$ cat src/rtl/cnn_pkg.sv
// Shared CNN datapath definitions.
// Holds the IFM buffer command codes (ifm_read), the buffer mode codes and the
// state enum used by the IFM scan controller. No ports; imported by RTL files.
package cnn_pkg;

    // IFM buffer commands
    localparam logic [2:0] ALL       = 3'b111;  // load full 3x3 window
    localparam logic [2:0] RIGHT     = 3'b001;  // shift left, new right column
    localparam logic [2:0] DOWN      = 3'b010;  // shift up, new bottom row
    localparam logic [2:0] LEFT      = 3'b100;  // shift right, new left column
    localparam logic [2:0] NO_CHANGE = 3'b101;  // hold

    // IFM buffer modes
    localparam logic [1:0] CONVOL = 2'b01;
    localparam logic [1:0] FULLY  = 2'b10;
    localparam logic [1:0] POOL   = 2'b11;

    typedef enum logic [2:0] {
        StIdle,
        StFetch,
        StLoad,
        StWin,
        StDone
    } scan_state_e;

endpackage

$ cat src/rtl/ifm_scan_ctrl.sv
// IFM scan controller: walks a 3x3 window over one convolution plane in a
// serpentine order (right along even window rows, left along odd ones).
// Ports:
//   clk, rst_n            clock, asynchronous active-low reset
//   start, cfg_w, cfg_h   scan request and plane dimensions (sampled in idle)
//   busy, done, cfg_err   scan status; done/cfg_err are one-cycle pulses
//   fetch_req/ack/kind/row/col  fetch descriptor handshake to the IFM fetch unit
//   ifm_read, mode        command and mode to the IFM window buffer
//   win_valid/ack/row/col window handshake to the PE array
// All outputs are registered.
module ifm_scan_ctrl
    import cnn_pkg::*;
#(
    parameter int unsigned DIM_W = 8
) (
    input  logic             clk,
    input  logic             rst_n,
    input  logic             start,
    input  logic [DIM_W-1:0] cfg_w,
    input  logic [DIM_W-1:0] cfg_h,
    output logic             busy,
    output logic             done,
    output logic             cfg_err,
    output logic             fetch_req,
    input  logic             fetch_ack,
    output logic [2:0]       fetch_kind,
    output logic [DIM_W-1:0] fetch_row,
    output logic [DIM_W-1:0] fetch_col,
    output logic [2:0]       ifm_read,
    output logic [1:0]       mode,
    output logic             win_valid,
    input  logic             win_ack,
    output logic [DIM_W-1:0] win_row,
    output logic [DIM_W-1:0] win_col
);

    localparam logic [DIM_W-1:0] One   = DIM_W'(1);
    localparam logic [DIM_W-1:0] Three = DIM_W'(3);

    scan_state_e      state_q, state_d;
    logic [DIM_W-1:0] w_q, w_d, h_q, h_d;
    logic [DIM_W-1:0] wr_q, wr_d, wc_q, wc_d;
    logic             dir_q, dir_d;  // 0: moving right, 1: moving left
    logic             err_q, err_d;
    logic             busy_q, busy_d, done_q, done_d, cfg_err_q, cfg_err_d;
    logic             fetch_req_q, fetch_req_d, win_valid_q, win_valid_d;
    logic [2:0]       fetch_kind_q, fetch_kind_d, ifm_read_q, ifm_read_d;
    logic [DIM_W-1:0] fetch_row_q, fetch_row_d, fetch_col_q, fetch_col_d;

    logic [DIM_W-1:0] last_col, last_row;
    logic             at_row_end, last_win;

    assign last_col   = w_q - Three;
    assign last_row   = h_q - Three;
    assign at_row_end = dir_q ? (wc_q == '0) : (wc_q == last_col);
    assign last_win   = (wr_q == last_row) && at_row_end;

    always_comb begin
        state_d      = state_q;
        w_d          = w_q;
        h_d          = h_q;
        wr_d         = wr_q;
        wc_d         = wc_q;
        dir_d        = dir_q;
        err_d        = err_q;
        busy_d       = busy_q;
        done_d       = 1'b0;
        cfg_err_d    = 1'b0;
        fetch_req_d  = 1'b0;
        win_valid_d  = 1'b0;
        ifm_read_d   = NO_CHANGE;
        fetch_kind_d = fetch_kind_q;
        fetch_row_d  = fetch_row_q;
        fetch_col_d  = fetch_col_q;

        unique case (state_q)
            StIdle: begin
                if (start) begin
                    w_d          = cfg_w;
                    h_d          = cfg_h;
                    wr_d         = '0;
                    wc_d         = '0;
                    dir_d        = 1'b0;
                    busy_d       = 1'b1;
                    fetch_kind_d = ALL;
                    fetch_row_d  = '0;
                    fetch_col_d  = '0;
                    if ((cfg_w < Three) || (cfg_h < Three)) begin
                        err_d   = 1'b1;
                        state_d = StDone;
                    end else begin
                        err_d       = 1'b0;
                        fetch_req_d = 1'b1;
                        state_d     = StFetch;
                    end
                end
            end
            StFetch: begin
                if (fetch_ack) begin
                    // Data lands on the buffer input next cycle; issue the command then.
                    ifm_read_d = fetch_kind_q;
                    state_d    = StLoad;
                end else begin
                    fetch_req_d = 1'b1;
                end
            end
            StLoad: begin
                win_valid_d = 1'b1;
                state_d     = StWin;
            end
            StWin: begin
                if (!win_ack) begin
                    win_valid_d = 1'b1;
                end else if (last_win) begin
                    state_d = StDone;
                end else begin
                    fetch_req_d = 1'b1;
                    state_d     = StFetch;
                    // Descriptor coordinates are relative to the window being left.
                    if (!dir_q && (wc_q != last_col)) begin
                        fetch_kind_d = RIGHT;
                        fetch_row_d  = wr_q;
                        fetch_col_d  = wc_q + Three;
                        wc_d         = wc_q + One;
                    end else if (dir_q && (wc_q != '0)) begin
                        fetch_kind_d = LEFT;
                        fetch_row_d  = wr_q;
                        fetch_col_d  = wc_q - One;
                        wc_d         = wc_q - One;
                    end else begin
                        fetch_kind_d = DOWN;
                        fetch_row_d  = wr_q + Three;
                        fetch_col_d  = wc_q;
                        wr_d         = wr_q + One;
                        dir_d        = ~dir_q;
                    end
                end
            end
            StDone: begin
                done_d    = 1'b1;
                cfg_err_d = err_q;
                busy_d    = 1'b0;
                state_d   = StIdle;
            end
            default: state_d = StIdle;
        endcase
    end

    always_ff @(posedge clk or negedge rst_n) begin
        if (!rst_n) begin
            state_q      <= StIdle;
            w_q          <= '0;
            h_q          <= '0;
            wr_q         <= '0;
            wc_q         <= '0;
            dir_q        <= 1'b0;
            err_q        <= 1'b0;
            busy_q       <= 1'b0;
            done_q       <= 1'b0;
            cfg_err_q    <= 1'b0;
            fetch_req_q  <= 1'b0;
            win_valid_q  <= 1'b0;
            ifm_read_q   <= NO_CHANGE;
            fetch_kind_q <= ALL;
            fetch_row_q  <= '0;
            fetch_col_q  <= '0;
        end else begin
            state_q      <= state_d;
            w_q          <= w_d;
            h_q          <= h_d;
            wr_q         <= wr_d;
            wc_q         <= wc_d;
            dir_q        <= dir_d;
            err_q        <= err_d;
            busy_q       <= busy_d;
            done_q       <= done_d;
            cfg_err_q    <= cfg_err_d;
            fetch_req_q  <= fetch_req_d;
            win_valid_q  <= win_valid_d;
            ifm_read_q   <= ifm_read_d;
            fetch_kind_q <= fetch_kind_d;
            fetch_row_q  <= fetch_row_d;
            fetch_col_q  <= fetch_col_d;
        end
    end

    assign busy       = busy_q;
    assign done       = done_q;
    assign cfg_err    = cfg_err_q;
    assign fetch_req  = fetch_req_q;
    assign fetch_kind = fetch_kind_q;
    assign fetch_row  = fetch_row_q;
    assign fetch_col  = fetch_col_q;
    assign ifm_read   = ifm_read_q;
    assign mode       = CONVOL;
    assign win_valid  = win_valid_q;
    assign win_row    = wr_q;
    assign win_col    = wc_q;

endmodule

$ cat config.mk
export PLATFORM = sky130hd
export DESIGN_NAME = ifm_scan_ctrl
export DESIGN_NICKNAME = d
export VERILOG_FILES = /design/src/rtl/cnn_pkg.sv /design/src/rtl/ifm_scan_ctrl.sv
export SDC_FILE = /design/constraint.sdc
export NUM_CORES = 1
export LEC_CHECK = 0
export CAP_MARGIN = 20
export CORE_MARGIN = 10
export CORE_UTILIZATION = 30
export CTS_CLUSTER_DIAMETER = 80
export DETAILED_ROUTE_END_ITERATION = 8
export GPL_TIMING_DRIVEN = 0
export SLEW_MARGIN = 5
export SYNTH_ARGS = -nofsm -noshare
export SYNTH_HDL_FRONTEND = slang
export SYNTH_SLANG_ARGS = --single-unit
$ cat constraint.sdc
create_clock -name clk -period 7.9 [get_ports clk]
set_input_delay 1.58 -clock clk [delete_from_list [all_inputs] [get_ports clk]]
set_output_delay 1.58 -clock clk [all_outputs]
set_load 0.05 [all_outputs]
==> results by group <==
Logic synthesis
  • Library cells used by synthesis: 62
  • Multiplexer share of the synthesized area: 0.00787
  • Post-synthesis cell count: around 420
  • Largest family of logic cells by synthesized area: simple AND/OR/NAND/NOR gates
  • FFs w/ async S/R, synth: 1.00
  • Post-synthesis sequential area ratio: 0.415
  • Main synth FF type: dfrtp_1
  • Top cells by area, synth: dfrtp_1 38%, nand2_1 7.1%, xnor2_1 6.0%, dfstp_2 3.4%, a21oi_1 3.3%
  • Post-Synth XOR/XNOR Area: 0.0781
  • Post-synth EDFFs: 0
  • Syn Nets: roughly 450
  • Post-Synth Simple-Gate Area: 0.214
  • Cell Area, Synth: 0.00381 mm²
  • Yosys warns: 0
  • Leading area contributor after synthesis: dfrtp_1
  • Compound-Gate Fraction of Synth Area: 0.198
  • Syn avg cell area: 9.00 µm²
  • Adder-cell area share of the yosys netlist: 0.0230
  • Register bit count reported by yosys: 63
  • Top cell type's share of synthesized area: 0.380

Floorplan
  • # rows: roughly 40
  • IO Pins: 66
  • Core outline area: 0.0125 mm²
  • Die height: 133 µm
  • Die Wd: 133 µm
  • Die area: 0.0176 mm²
  • Starting density of the core: 0.305

Route
  • Met3 routed WL: ~600 µm
  • DR vias: ~3,300
  • Drt pass-1 iters: 4
  • Routed wire length per instance: about 15 µm
  • Uppermost layer routed: met4
  • DR DRC count: 0
  • Routed wl met2: 4680 µm
  • Final WL: 10,300 µm
  • Met1 Wirelength: 4900 µm
  • Routed vias/inst: 4.92
  • Antenna viol nets, final: 0
  • DR iter-0 viols: 229

STA
  • Final hold violations: 0
  • Max-slew violation count: 0
  • Unrepaired setup endpoints after global routing: no
  • Fmax: between 0.2 and 0.3 GHz
  • Tmin final: 3400 ps
  • Setup TNS: 0 ps
  • Skew final: 7.62 ps
  • Least-Margin Pin Slew: between 700 and 800 ps
  • Final Setup Violations: 0
  • Relative slew slack: 0.471
  • Final Cycle Share: 0.430

Critical path
  • Setup crit end kind: primary output
  • Worst EP required: 6320 ps
  • Crit-path max FO: 7
  • CP Class: flop to primary output
  • Startpoint Class: flop
  • CP arrival: 1820 ps

Clocking
  • CTS Buf Count: 9
  • H-tree depth: 3
  • CTS Buffer Depth: 2
  • TritonCTS Sinks: 63
  • Worst-Skew Late Latency: approximately 340 ps
  • # hold bufs at CTS: 0
  • CTS tree: yes
  • Post_cts resized: 0
  • Root Buffer: clkbuf_16
  • Post-CTS Setup Bufs: 0
  • CTS clk-pin slew, worst paths: ~60 ps

Finish
  • Area Overhead vs Synth: 30.0%
  • Post-layout util: 0.396
  • Antenna diodes: 0
  • Nets: 526
  • Share of layout cells above drive strength 1: 0.119
  • # fillers: 1,269

Global route
  • Initial antenna violation count: 0
  • Vias in the first global route: 3,383
  • Global Route Usage Sum: 0.120
  • Largest net degree at the start of global routing: 64
  • Congestion Overflow GR: 0
  • First-pass GRT wire length: 17,400 µm

Job
  • Max-cap violations: 0

Placed design
  • Hpwl dp: 7800 µm
  • # port buffers: 63
  • Routability-driven placement congestion ratio: 0.823

Power
  • Max VDD drop: about 0.14 mV
  • Leak: 2.05 nW
  • Cell area power density: 371 mW/mm²

Status
  • Status: finished clean

Worst hold path
  • Worst hold path type: flop to flop
-- sequential cells by signal, summed over array words and instances, names as in the netlist, 3 cells and up --
signal and flops:
state_q 3, w_q 8, win_col 8, win_row 8, fetch_kind 3, h_q 8
ifm_read 3, fetch_col 7, fetch_row 8
-- cells in the final DEF, fill, tap and decap left out, types with 5 or more instances in the layout --
cell type         n
xor2_1            8
xnor2_1          26
nand2_2           9
clkdlybuf4s50_1  62
o21ai_2           9
inv_1            16
nand3_1           7
and2_1            6
clkbuf_1         20
or3_1             8
nor3_1           11
clkbuf_16         9
ha_1              7
nor2_1           19
o21ai_0          21
nor4_1            8
dfrtp_1          58
buf_4             7
dfstp_2           5
and3_1            7
nand2_1          72
a21oi_1          25
-- synth_stat cells (5+ instances only) --
master	count
dfstp_2	5
or3_1	8
nor3_1	11
o21ai_2	9
a21oi_1	25
xnor2_1	26
and2_1	6
nor4_1	8
and3_1	7
inv_1	16
nand3_1	7
nor2_1	19
xor2_1	8
buf_4	6
dfrtp_1	58
clkbuf_1	18
nand2_1	72
nand2_2	9
ha_1	7
o21ai_0	21
-- power by group --
group	total (mW)	switching (mW)	internal (mW)	leakage [nW]
Combinational	0.928	0.585	0.343	1.09
Clock	0.404	0.143	0.261	0.146
Sequential	0.509	0.0905	0.418	0.818
Total	1.84	0.818	1.02	2.05
-- routing by layer --
metal	track usage	up-vias
met1	0.159	1586
met2	0.178	86
met4	0.0452	0
met5	0	-
met3	0.0360	8
li1	-	1640
-- critical path, cell delays in order (launching register included) --
cell and delay, ps:
dfrtp_1 520, buf_4 170, clkdlybuf4s50_1 800
-- stage by stage --
step	cell area (µm²)	cells	power [mW]	worst slack, ps	hold WS, ps
global placement	4660	659	1.43	3150	467
CTS	4960	675	1.86	4470	482
global route	4960	675	1.98	4360	497
finish	4960	675	1.84	4500	474
floorplan	3810	424	1.19	5060	457
detailed placement	4660	659	1.44	4210	470
-- layout make-up --
cell class                      count  area, µm²  share of cell area
Clock inverter                      3       42.5             0.00858
Multi-Input combinational cell    314       2000               0.403
Tap cell                          172        215              0.0434
Timing Repair Buffer               63        628               0.127
Inverter                           16       60.1              0.0121
Clock buffer                       13        260              0.0525
Buffer                             31        175              0.0353
Sequential cell                    63       1580               0.319
-- path summary, 6_finish.rpt --
check / start / endpoint / slack, ps / cells after the start
hold reg to reg: fetch_row[3] / fetch_row[3] / 470 / 2
max in group asynchronous: rst_n / h_q[4] / 6040 / 1
setup / recovery: win_col[0] / win_col[0] / 4500 / 2
setup reg to reg: h_q[0] / win_col[2] / 4700 / 10
hold / removal: fetch_row[3] / fetch_row[3] / 470 / 2
min in group asynchronous: rst_n / win_col[3] / 1330 / 1
-- cell families (layout without fill, tap and decap cells) --
kind of cell    Yosys count  count (layout)
other cells               2               2
xor+xnor                 34              34
mux                       3               3
fa+ha+maj                 7               7
buf+inv                  47             126
compound gates          103             103
simple gates            165             165
flops                    63              63
(Power assumes the default switching activity.)
